## config.mk

```make
export PLATFORM = sky130hd
export DESIGN_NAME = ex_mem_pipe_reg
export DESIGN_NICKNAME = d
export VERILOG_FILES = /design/src/rtl/ex_mem_pipe_reg.sv
export SDC_FILE = /design/constraint.sdc
export NUM_CORES = 1
export LEC_CHECK = 0
export CORE_ASPECT_RATIO = 0.6
export CORE_MARGIN = 4
export CORE_UTILIZATION = 50
export CTS_BUF_LIST = sky130_fd_sc_hd__clkbuf_8
export CTS_CLUSTER_SIZE = 28
export DETAILED_ROUTE_END_ITERATION = 7
export DONT_BUFFER_PORTS = 1
export GPL_ROUTABILITY_DRIVEN = 0
export PLACE_DENSITY_LB_ADDON = 0.2
export SYNTH_ARGS = -nofsm -noshare
export SYNTH_HDL_FRONTEND = slang
export SYNTH_SLANG_ARGS = --single-unit
export TNS_END_PERCENT = 50
```

## constraint.sdc

```tcl
create_clock -name clk -period 4.3 [get_ports clk]
set_input_delay 0.86 -clock clk [delete_from_list [all_inputs] [get_ports clk]]
set_output_delay 0.86 -clock clk [all_outputs]
set_load 0.03 [all_outputs]
```

## src/rtl/ex_mem_pipe_reg.sv

```systemverilog
// rtl/ex_mem_pipe_reg.sv - EX/Mem pipeline stage register with valid/ready, flush and optional skid buffer
module ex_mem_pipe_reg #(
  parameter int CTRL_W = 9,
  parameter int DATA_W = 101,
  parameter int SKID   = 1
) (
  input  logic              clk,
  input  logic              rst,
  input  logic              in_valid,
  output logic              in_ready,
  input  logic [CTRL_W-1:0] in_ctrl,
  input  logic [DATA_W-1:0] in_data,
  input  logic              flush,
  output logic              out_valid,
  input  logic              out_ready,
  output logic [CTRL_W-1:0] out_ctrl,
  output logic [DATA_W-1:0] out_data,
  output logic [1:0]        occupancy
);

  typedef enum logic [1:0] {EMPTY = 2'd0, ONE = 2'd1, TWO = 2'd2} state_e;

  state_e            state_q, state_d;
  logic [CTRL_W-1:0] main_ctrl_q, main_ctrl_d, skid_ctrl_q, skid_ctrl_d;
  logic [DATA_W-1:0] main_data_q, main_data_d, skid_data_q, skid_data_d;
  logic              in_ready_q, in_ready_d;
  logic              accept, pop;

  assign out_valid = (state_q != EMPTY);
  assign in_ready  = (SKID != 0) ? in_ready_q : (!out_valid || out_ready);
  assign accept    = in_valid && in_ready;
  assign pop       = out_valid && out_ready;
  assign out_ctrl  = main_ctrl_q & {CTRL_W{out_valid}};
  assign out_data  = main_data_q;
  assign occupancy = state_q;

  always_comb begin
    state_d     = state_q;
    main_ctrl_d = main_ctrl_q;
    main_data_d = main_data_q;
    skid_ctrl_d = skid_ctrl_q;
    skid_data_d = skid_data_q;
    case (state_q)
      EMPTY: begin
        if (accept) begin
          main_ctrl_d = in_ctrl;
          main_data_d = in_data;
          state_d     = ONE;
        end
      end
      ONE: begin
        if (accept && pop) begin
          main_ctrl_d = in_ctrl;
          main_data_d = in_data;
        end else if (accept && (SKID != 0)) begin
          skid_ctrl_d = in_ctrl;
          skid_data_d = in_data;
          state_d     = TWO;
        end else if (pop) begin
          state_d = EMPTY;
        end
      end
      TWO: begin
        if (pop) begin
          main_ctrl_d = skid_ctrl_q;
          main_data_d = skid_data_q;
          state_d     = ONE;
        end
      end
      default: state_d = EMPTY;
    endcase
    // Squash wins over any load; data is left stale since ctrl alone gates side effects.
    if (flush) begin
      state_d     = EMPTY;
      main_ctrl_d = '0;
      skid_ctrl_d = '0;
      main_data_d = main_data_q;
      skid_data_d = skid_data_q;
    end
    in_ready_d = (state_d != TWO);
  end

  always_ff @(posedge clk or negedge rst) begin
    if (!rst) begin
      state_q     <= EMPTY;
      main_ctrl_q <= '0;
      main_data_q <= '0;
      skid_ctrl_q <= '0;
      skid_data_q <= '0;
      in_ready_q  <= 1'b1;
    end else begin
      state_q     <= state_d;
      main_ctrl_q <= main_ctrl_d;
      main_data_q <= main_data_d;
      skid_ctrl_q <= skid_ctrl_d;
      skid_data_q <= skid_data_d;
      in_ready_q  <= in_ready_d;
    end
  end

endmodule

```

==> results.md <==
- For this run, the number of Yosys warnings is 0.
- Port buffering added 0 buffers.
- 229 I/O pins were placed.
- Averaged over all synthesized cells, the footprint is 9.996 µm².
- The overall die height is 114.5 µm.
- Summing all flip-flop and latch instances after layout gives 5582 µm².
- On the final layout, the worst clock skew is 0.02800 ns.
- Measured against its own limit, the worst slew margin works out to 32.08%.
- The flow ran to the end, and the final reports show no timing, DRC or antenna violations.
- In the routed design, unresolved DRC markers number 0.
- Among all flip-flop cells after synthesis, the most frequent one is sky130_fd_sc_hd__dfrtp_1.
- The shortest clock period the worst path allows after layout is 2.960 ns.
- VDD sags by at most 360.1 µV.
- The number of vias after detailed routing is 6230.
- Global routing finished with a remaining overflow of 0.
- The number of vias per cell is 5.262.
- Clock-pin slew was measured on the worst setup and hold paths at 0.07 ns.
- The post-synthesis instance area is 9457 µm².
- The number of antenna violations at the first check in global routing is 0.
- The required time reported for the critical path endpoint is 3.44 ns.
- The core region area is 18310 µm².
- The die is 185.5 µm wide.
- The sort of element at the end of the critical path is an output pin.
- The fraction of synthesized cell area taken by the top area cell type is 58.75%.
- Cells fill 55.00% of the core in the end.
- The clock insertion delay at the later pin of the skew report is 0.56 ns.
- Across the run, the number of max-cap violations was 0.
- CTS saw 223 sinks.
- The number of nets produced by synthesis is 1061.
- The total setup buffers inserted after CTS is 0.
- Summed over all cells, the static leakage comes to 4.555 nW.
- The total power divided by cell area is 530.8 nW/µm².
- Post-CTS repair changed the size of 0 cells.
- The initial utilization of the core area, before any placement, comes to 51.66%.
- The total wire length is 21080 µm.
- The cell with the most instances after synthesis is sky130_fd_sc_hd__nand2_1.
- The post-route netlist has 6.780% of its cells at a drive strength greater than 1.
- Counting flops with a built-in enable in the synthesized netlist gives 0.
- Yosys attributes the largest share of cell area to sky130_fd_sc_hd__dfrtp_1 (59%), sky130_fd_sc_hd__nand2_1 (12%), sky130_fd_sc_hd__mux2i_1 (12%).
- Counting flops with an async set or reset pin after synthesis yields a share of 100.0%.
- At the pin with the least slew margin, the transition time is 1.019 ns.
- The final standard cell area without fillers is 10070 µm².
- The worst hold path belongs to the class input pin to asynchronous set/reset pin.
- The floorplan step defined a die boundary enclosing 21250 µm².
- For the final routed database, the setup TNS stands at 0 ns.
- The total design power is 5.344 mW.
- The net count of the finished layout is 1043.
- Entering global routing, the biggest net connects 224 pins.
- The first TritonRoute pass finished after 4 iterations.
- Setup violations remaining at the end of the flow were counted as 0.
- The area of the multi-input gates is 3530 µm².
- After detailed placement, the total cell area comes to 9504 µm².
- The biggest fanout along the worst timing path is 10.
- No sink is reached through more buffers than the 3 on the longest clock path.
- In the final routed layout, each cell accounts on average for 17.80 µm.
- The layout filler cell count is 1627.
- Clock tree synthesis inserted a total of 31 buffers.
- The worst setup path is of the flop to output pin kind.
- The type of origin of the critical path is a flop.
- CTS built an H-tree with a depth of 1.
- Sorting the synthesized cells by how often they occur yields sky130_fd_sc_hd__nand2_1 (304), sky130_fd_sc_hd__dfrtp_1 (222), sky130_fd_sc_hd__mux2i_1 (110), sky130_fd_sc_hd__nor2_1 (106), sky130_fd_sc_hd__a21oi_1 (92).
- The worst path uses 68.85% of the clock period.
- sky130_fd_sc_hd__dfrtp_1 takes more of the synthesized area than any other cell.
- The final-report max-slew violation count came to 0.
- The number of standard-cell rows in the floorplan is 38.
- The root buffer cell chosen for the clock tree is sky130_fd_sc_hd__clkbuf_8.
- Setup repair after global routing left no endpoint under its margin.
- The layout overhead on the synthesized area is 6.457%.
- The hold violation count in the final report is 0.
- The highest clock frequency the design can meet is 0.3378 GHz.
- The remaining antenna violation count after routing is 0.
- At the worst endpoint, the arrival time is 2.10 ns.
- The first global-routing pass estimated 33780 µm of wire.
- Global routing used 19.65% of the available tracks across all layers.
- The number of global-route vias before repair is 6147.
- The number of antenna diodes in the final layout is 0.
- The clock tree from TritonCTS is yes.
- The unique cell type count in the Yosys netlist is 26.
- The first routing iteration left 412 violations.
- The flop and latch count out of synthesis is 223.
- The post-detailed-placement half-perimeter wirelength is 13060 µm.
- Counting every instance in the synthesized netlist gives 946.
- After synthesis, flip-flops and latches occupy 59.02% of the total area.
==> worst paths after layout <==
| kind | from | to | slack, ns | depth (start not counted) |
|---|---|---|---|---|
| setup reg to reg | occupancy[1] | out_data[11] | 2.01 | 4 |
| setup / recovery | occupancy[1] | out_valid | 1.34 | 2 |
| hold reg to reg | skid_data_q[65] | skid_data_q[65] | 0.47 | 2 |
| min in group clk | flush | occupancy[0] | 0.35 | 1 |
| hold / removal | rst | main_ctrl_q[1] | 0.02 | 0 |
| max in group asynchronous | rst | out_data[95] | 4.02 | 0 |
==> registers in the layout, summed over array words and instances (netlist names) <==
name and count:
out_data 101, main_ctrl_q 9, skid_data_q 101, skid_ctrl_q 9
occupancy 2, in_ready 1
==> layer usage <==
metal | track usage, % | routed length (µm) | vias to the layer above
met5 | 0 | 0 | -
met4 | 3.251 | 227 | 0
met3 | 9.746 | 2547 | 24
met2 | 27.84 | 8799 | 190
met1 | 27.86 | 9503 | 2953
li1 | - | - | 3063
==> metrics by stage <==
| stage | hold slack, ns | cells | worst slack (ns) |
|---|---|---|---|
| floorplan | 0.4450 | 946 | 2.167 |
| global placement | 0.4567 | 1135 | 1.965 |
| detailed placement | 0.4621 | 1135 | 1.924 |
| CTS | -0.04636 | 1184 | 1.289 |
| global route | -0.04143 | 1184 | 1.142 |
| finish | 0.01551 | 1184 | 1.340 |
==> critical path, stage by stage, from the launching register on <==
cell and delay [ns]:
sky130_fd_sc_hd__dfrtp_1 0.56, sky130_fd_sc_hd__nor2_1 0.64, sky130_fd_sc_hd__inv_1 0.33
==> cells by family after synthesis <==
logic type / share of synthesized area (%)
AO/OA/AOI/OAI: 7.793
flip-flops: 59.02
buffers and inverters: 3.956
XOR/XNOR: 0.09263
AND/OR/NAND/NOR: 17.49
multiplexers: 11.64
==> cell usage in the layout (no fill, tap or decap), drive strengths merged, types with 2 or more instances in the layout <==
master   instances
dfrtp          222
clkinv           4
a22o             9
clkbuf          37
nand2          304
nor2b           11
mux2i          110
o2bb2ai          9
a21oi          101
buf              8
inv              9
nor2           106
nand2b           2
==> cell type report <==
type	count	area share [%]
inverter	2	0.07457
tap	240	2.983
timing repair buffer	8	0.8451
clock inverter	12	0.5344
sequential	223	55.44
clock buffer	37	5.058
multi-input combinational	662	35.06
==> report_power, final <==
group | leakage [nW] | switching, mW | internal (mW)
combinational | 1.55 | 0.321 | 0.255
clock | 0.319 | 0.759 | 0.768
sequential | 2.68 | 0.691 | 2.55
total | 4.56 | 1.77 | 3.57
Power figures use the tool's default switching activity.
